`config.mk`:
```
export PLATFORM = sky130hd
export DESIGN_NAME = piradspi_cmd_arbiter
export DESIGN_NICKNAME = d
export VERILOG_FILES = /design/src/rtl/piradspi_arb_pkg.sv /design/src/rtl/piradip_rr_arbiter.sv /design/src/rtl/piradspi_cmd_arbiter.sv
export SDC_FILE = /design/constraint.sdc
export NUM_CORES = 1
export LEC_CHECK = 0
export CORE_AREA = 3 3 242 244
export DETAILED_ROUTE_END_ITERATION = 8
export DIE_AREA = 0 0 245 247
export PLACE_DENSITY = 0.41
export RECOVER_POWER = 50
export SLEW_MARGIN = 20
export SYNTH_ARGS = -nofsm -noshare
export SYNTH_HDL_FRONTEND = slang
export SYNTH_SLANG_ARGS = --single-unit
```
`constraint.sdc`:
```
create_clock -name clk -period 4.35 [get_ports clk]
set_input_delay 0.6525 -clock clk [delete_from_list [all_inputs] [get_ports clk]]
set_output_delay 0.6525 -clock clk [all_outputs]
set_load 0.02 [all_outputs]
```
`src/rtl/piradspi_arb_pkg.sv`:
```
// Shared types and helpers for the piradspi command arbiter.
// Optional statistics are enabled with PIRADSPI_ARB_STATS_EN.
package piradspi_arb_pkg;

  typedef enum logic [1:0] {
    IDLE,
    CMD,
    XFER
  } arb_state_t;

  // Ceiling divide by a power-of-two word width, done as shift plus remainder test
  function automatic logic [31:0] xfer_words(
    input logic [31:0] len,
    input int          dw
  );
    int          sh;
    logic [31:0] m;
    sh = 0;
    for (int i = 0; i < 31; i++)
      if (dw == (1 << i)) sh = i;
    m = 32'(dw) - 32'd1;
    return (len >> sh) + {31'd0, |(len & m)};
  endfunction

  function automatic logic [31:0] xfer_len_of(
    input logic [31:0] lo,
    input int          lw
  );
    logic [31:0] m;
    m = (lw >= 32) ? '1 : ((32'd1 << lw) - 32'd1);
    return lo & m;
  endfunction

endpackage

```
`src/rtl/piradip_rr_arbiter.sv`:
```
// Combinational round-robin picker: first request at or above ptr, with wrap.
// No state; the caller owns the pointer.
module piradip_rr_arbiter #(
  parameter  int N  = 4,
  localparam int PW = (N > 1) ? $clog2(N) : 1
) (
  input  logic [N-1:0]  req,
  input  logic [PW-1:0] ptr,
  output logic [N-1:0]  gnt,
  output logic          valid
);

  always_comb begin
    int t;
    t     = 0;
    gnt   = '0;
    valid = 1'b0;
    for (int k = 0; k < N; k++) begin
      t = int'(ptr) + k;
      if (t >= N) t = t - N;
      if (!valid && req[PW'(t)]) begin
        gnt[PW'(t)] = 1'b1;
        valid       = 1'b1;
      end
    end
  end

endmodule

```
`src/rtl/piradspi_cmd_arbiter.sv`:
```
// Shares one piradspi engine between N_REQ clients, one transaction at a time.
// Define PIRADSPI_ARB_STATS_EN to add per-client grant_count outputs.
module piradspi_cmd_arbiter
  import piradspi_arb_pkg::*;
#(
  parameter int N_REQ           = 4,
  parameter int CMD_FIFO_WIDTH  = 72,
  parameter int DATA_FIFO_WIDTH = 32,
  parameter int XFER_LEN_WIDTH  = 16
) (
  input  logic                               clk,
  input  logic                               rstn,
  input  logic [N_REQ-1:0]                   req_cmd_tvalid,
  output logic [N_REQ-1:0]                   req_cmd_tready,
  input  logic [N_REQ*CMD_FIFO_WIDTH-1:0]    req_cmd_tdata,
  input  logic [N_REQ-1:0]                   req_mosi_tvalid,
  output logic [N_REQ-1:0]                   req_mosi_tready,
  input  logic [N_REQ*DATA_FIFO_WIDTH-1:0]   req_mosi_tdata,
  output logic [N_REQ-1:0]                   req_miso_tvalid,
  input  logic [N_REQ-1:0]                   req_miso_tready,
  output logic [DATA_FIFO_WIDTH-1:0]         req_miso_tdata,
  output logic                               eng_cmd_tvalid,
  input  logic                               eng_cmd_tready,
  output logic [CMD_FIFO_WIDTH-1:0]          eng_cmd_tdata,
  output logic                               eng_mosi_tvalid,
  input  logic                               eng_mosi_tready,
  output logic [DATA_FIFO_WIDTH-1:0]         eng_mosi_tdata,
  input  logic                               eng_miso_tvalid,
  output logic                               eng_miso_tready,
  input  logic [DATA_FIFO_WIDTH-1:0]         eng_miso_tdata,
  input  logic                               eng_cmd_completed,
  output logic [N_REQ-1:0]                   grant,
`ifdef PIRADSPI_ARB_STATS_EN
  output logic [N_REQ*32-1:0]                grant_count,
`endif
  output logic                               busy
);

  localparam int CW = CMD_FIFO_WIDTH;
  localparam int DW = DATA_FIFO_WIDTH;
  localparam int LW = XFER_LEN_WIDTH + 1;
  localparam int PW = $clog2(N_REQ);

  arb_state_t       state;
  logic [PW-1:0]    rr_ptr;
  logic [PW-1:0]    gidx;
  logic [LW-1:0]    mosi_left;
  logic [LW-1:0]    miso_left;
  logic [LW-1:0]    mosi_nxt;
  logic [LW-1:0]    miso_nxt;
  logic [LW-1:0]    words;
  logic             done_seen;
  logic             done_nxt;
  logic [N_REQ-1:0] arb_gnt;
  logic             arb_valid;
  logic [CW-1:0]    cmd_word;
  logic             in_cmd;
  logic             in_xfer;
  logic             mosi_on;
  logic             miso_on;
  logic             cmd_hs;
  logic             mosi_hs;
  logic             miso_hs;
  logic             fin;

  piradip_rr_arbiter #(.N(N_REQ)) u_rr (
    .req   (req_cmd_tvalid),
    .ptr   (rr_ptr),
    .gnt   (arb_gnt),
    .valid (arb_valid)
  );

  always_comb begin
    gidx = '0;
    for (int i = 0; i < N_REQ; i++)
      if (grant[i]) gidx = PW'(i);
  end

  assign cmd_word = req_cmd_tdata[int'(gidx)*CW +: CW];
  assign in_cmd   = (state == CMD);
  assign in_xfer  = (state == XFER);
  assign mosi_on  = in_xfer && (|mosi_left);
  assign miso_on  = in_xfer && (|miso_left);

  // All muxes key off the registered grant, so idle/reset leaves every handshake low
  assign eng_cmd_tvalid  = in_cmd && (|(req_cmd_tvalid & grant));
  assign eng_cmd_tdata   = cmd_word;
  assign req_cmd_tready  = (in_cmd && eng_cmd_tready) ? grant : '0;
  assign eng_mosi_tvalid = mosi_on && (|(req_mosi_tvalid & grant));
  assign eng_mosi_tdata  = req_mosi_tdata[int'(gidx)*DW +: DW];
  assign req_mosi_tready = (mosi_on && eng_mosi_tready) ? grant : '0;
  assign req_miso_tvalid = (miso_on && eng_miso_tvalid) ? grant : '0;
  assign req_miso_tdata  = eng_miso_tdata;
  assign eng_miso_tready = miso_on && (|(req_miso_tready & grant));

  assign cmd_hs  = eng_cmd_tvalid && eng_cmd_tready;
  assign mosi_hs = eng_mosi_tvalid && eng_mosi_tready;
  assign miso_hs = eng_miso_tvalid && eng_miso_tready;

  assign words    = LW'(xfer_words(
                      xfer_len_of(cmd_word[31:0], XFER_LEN_WIDTH), DW));
  assign mosi_nxt = mosi_left - LW'(mosi_hs);
  assign miso_nxt = miso_left - LW'(miso_hs);
  assign done_nxt = done_seen || eng_cmd_completed;
  assign fin      = in_xfer && (mosi_nxt == '0) &&
                    (miso_nxt == '0) && done_nxt;

  always_ff @(posedge clk or negedge rstn) begin
    if (!rstn) begin
      state     <= IDLE;
      grant     <= '0;
      busy      <= 1'b0;
      rr_ptr    <= '0;
      mosi_left <= '0;
      miso_left <= '0;
      done_seen <= 1'b0;
    end else begin
      unique case (state)
        IDLE: begin
          if (arb_valid) begin
            grant <= arb_gnt;
            busy  <= 1'b1;
            state <= CMD;
          end
        end
        CMD: begin
          if (cmd_hs) begin
            mosi_left <= words;
            miso_left <= words + 1'b1;
            rr_ptr    <= (gidx == PW'(N_REQ - 1)) ? '0 : gidx + 1'b1;
            state     <= XFER;
          end
        end
        XFER: begin
          mosi_left <= mosi_nxt;
          miso_left <= miso_nxt;
          done_seen <= done_nxt;
          if (fin) begin
            state     <= IDLE;
            grant     <= '0;
            busy      <= 1'b0;
            done_seen <= 1'b0;
          end
        end
        default: state <= IDLE;
      endcase
    end
  end

`ifdef PIRADSPI_ARB_STATS_EN
  always_ff @(posedge clk or negedge rstn) begin
    if (!rstn) begin
      grant_count <= '0;
    end else if (fin) begin
      for (int i = 0; i < N_REQ; i++)
        if (grant[i] && (grant_count[i*32 +: 32] != '1))
          grant_count[i*32 +: 32] <= grant_count[i*32 +: 32] + 32'd1;
    end
  end
`endif

endmodule
```
==> reports/results.txt <==
vias in the first global route = 10300
area of all sequential standard cells = 1110 um^2
final layout net count = 2105
classification of the worst setup path = register to register
final period demand of the worst path = 4120 ps
Post-DRT Antenna Nets = 0
sum of internal, switching and leakage power = 8.78 mW
tightest slew margin relative to the limit = -0.754
Post-Synthesis Cell Area = 7370 um^2
Clock Pin Slew Worst Setup and Hold Paths = 80 ps
initial core utilization = 0.130
Worst Setup Start Kind = register
clock tree sinks = 44
Core Util, Final = 0.252
Static Leak = 5.14 nW
# hold bufs at CTS = 0
kind of cell adding the most delay to the critical path = simple AND/OR/NAND/NOR gates
area taken by multi-input logic gates = 5630 um^2
DR iter-0 viols = 682
synthesis-stage register bit count = 44
share of flip-flops with an asynchronous set or reset = 1.00
transition time at the pin with the least slew margin = 2630 ps
CP Capture Type = register
total wire length after detailed routing = 60.9 mm
row cnt = 87
number of enable flip-flop cells after synthesis = 0
Buffers & Inverters on Critical Path = 1
antenna violations before repair = 49
post-route insts no fill = 2397
number of I/O port buffers = 557
core area = 56500 um^2
gp weighted congestion = 0.894
Main synth FF type = dfrtp_1
run status = finished with violations
Syn-to-layout area delta = 93.2%
clock buffers created by TritonCTS = 5
areal power density over the cells = 616 nW/um^2
TritonCTS clock tree = built
highest clock rate = 0.243 GHz
total grt overflow = 0
share of the yosys chip area belonging to registers = 0.149
top-level port count = 622
fraction of final layout cells with drive strength greater than 1 = 0.0770
Slowest Stage Delay on Critical Path = 610 ps
Post-Synthesis Mean Instance Area = 6.74 um^2
DRC violations left = 0
distinct cell type count of the synthesized netlist = 76
CP max FO = 6
max-slew violation total from the final report = 45
Cells after Synth = 1093
global-route wire length before repair = 81.9 mm
number of optimization iterations in the first detailed-route pass = 7
fillcell total = 6250
critical-path cell with the highest stage delay = or4_1
maxcap violations = 1
path type of the worst min-delay path = register to register
clock skew after layout = 14.2 ps
WP data required = 4540 ps
hold violation count in the final report = 0
maximum number of pins on one net before global-route repair = 63
violations in the final reports = capacitance limit, slew limit
post-cts sizing count = 0
clock tree buffer depth = 2
H-tree level count = 2
fin crit share = 0.948
peak ir drop on the vdd network = 0.299 mV
number of warnings printed during yosys synthesis = 0
Avg Vias per Cell = 4.34
post-detail-place hpwl = 52.7 mm
Die Wd = 245 um
via total after detailed routing = 10400
Final setup viols = 0
latest clock arrival within the worst-skew pair = 300 ps
Total Die Area = 60500 um^2
setup repair after global routing missed its margin = no
total placed cells including tap cells = 2372
worst path cell trace = or4_1, nor4_4, a31oi_1, nand2_1, nor2_1, ha_1, clkbuf_1, ha_1, xnor2_1, nand4_1, or3_1, a2111o_1, nor4_4, o2111ai_4, a221o_1
Die Ht = 247 um
setup bufs post-CTS = 0
cell at the root of the clock tree = clkbuf_16
total track usage = 0.190
final routed wire length divided by cell count = 25.4 um
worst path arrival time = 4320 ps
nets in the synthesized netlist = 1575
registers in the layout, summed over array words and instances (netlist names):
name and count:
rr_ptr 2, state 2, mosi_left 17, busy 1, done_seen 1, miso_left 17
grant 4
cells in the final DEF, fill, tap and decap left out, types with 11 or more instances in the layout:
master and n:
xnor2_1 21, a21oi_1 123, diode_2 17, nor2b_1 15, nand2_1 135, clkdlybuf4s50_1 531
nor3_1 17, nand3_1 11, ha_1 16, o21ai_0 138, inv_1 22, mux2i_1 103
nor2_1 133, buf_4 77, dlygate4sd3_1 25, dfrtp_1 41
layer usage:
| layer | share of wire | vias to the layer above | track usage |
|---|---|---|---|
| met5 | 0.0010 | - | 0 |
| met4 | 0.0095 | 10 | 0.0132 |
| met3 | 0.10 | 61 | 0.0574 |
| met2 | 0.49 | 496 | 0.341 |
| met1 | 0.39 | 4853 | 0.234 |
| li1 | - | 4983 | - |
cells in the mapped netlist, types with 9 or more instances:
cell type	number	area share
o21ai_0	140	0.095
nand2_1	135	0.069
nor2_1	133	0.068
a21oi_1	123	0.084
mux2i_1	103	0.14
clkbuf_1	72	0.037
dfrtp_1	44	0.15
buf_4	34	0.035
inv_1	22	0.011
xnor2_1	21	0.025
nor3_1	17	0.012
ha_1	16	0.027
nor2b_1	15	0.013
buf_1	11	0.0056
nand3_1	11	0.0075
nor4_1	11	0.0093
nand4_1	10	0.0085
nor3b_1	10	0.010
xor2_1	10	0.012
a31oi_1	9	0.0076
final timing paths:
kind                         startpoint            end  slack (ps)  cells after the start
min in group asynchronous          rstn  mosi_left[16]        1280                      2
min                                busy           busy         500                      1
min reg2reg                        busy           busy         500                      1
max                        mosi_left[9]       grant[3]         230                     15
max in group asynchronous          rstn       grant[3]        1230                      2
max reg2reg                mosi_left[9]       grant[3]         230                     15
per-stage QoR:
step           hold slack (ps)  worst slack (ps)  TNS [ps]  instance area, um^2
3_3_place_gp               495             -60.6      -205                14000
3_5_place_dp               499              -131      -572                14000
4_1_cts                    484               182         0                14200
6_report                   497               227         0                14200
5_1_grt                    530              8.19         0                14200
2_1_floorplan              357             -2.06     -2.06                 7410
kinds of logic (layout without fill, tap and decap cells):
| group | Yosys count | in the layout | synth area share |
|---|---|---|---|
| other cells | 0 | 17 | 0 |
| flops | 44 | 44 | 0.149 |
| mux | 110 | 110 | 0.157 |
| simple gates | 397 | 397 | 0.257 |
| buf+inv | 147 | 678 | 0.0942 |
| compound gates | 348 | 348 | 0.279 |
| xor+xnor | 31 | 31 | 0.0368 |
| fa+ha+maj | 16 | 16 | 0.0272 |
power breakdown:
part / internal (mW) / switching, mW / total [mW] / leakage [nW]
Combinational: 3.20 / 4.34 / 7.54 / 4.52
Clock: 0.274 / 0.188 / 0.462 / 0.0805
Sequential: 0.564 / 0.206 / 0.770 / 0.545
Total: 4.04 / 4.74 / 8.78 / 5.14
cell type report:
class	count	share of cell area
antenna	17	0.00299
clock buffer	5	0.00879
clock inverter	3	0.00325
timing repair buffer	647	0.439
inverter	23	0.00606
multi-input combinational	902	0.395
tap	756	0.0664
sequential	44	0.0781
No activity file was read; power rests on OpenSTA's default activity.
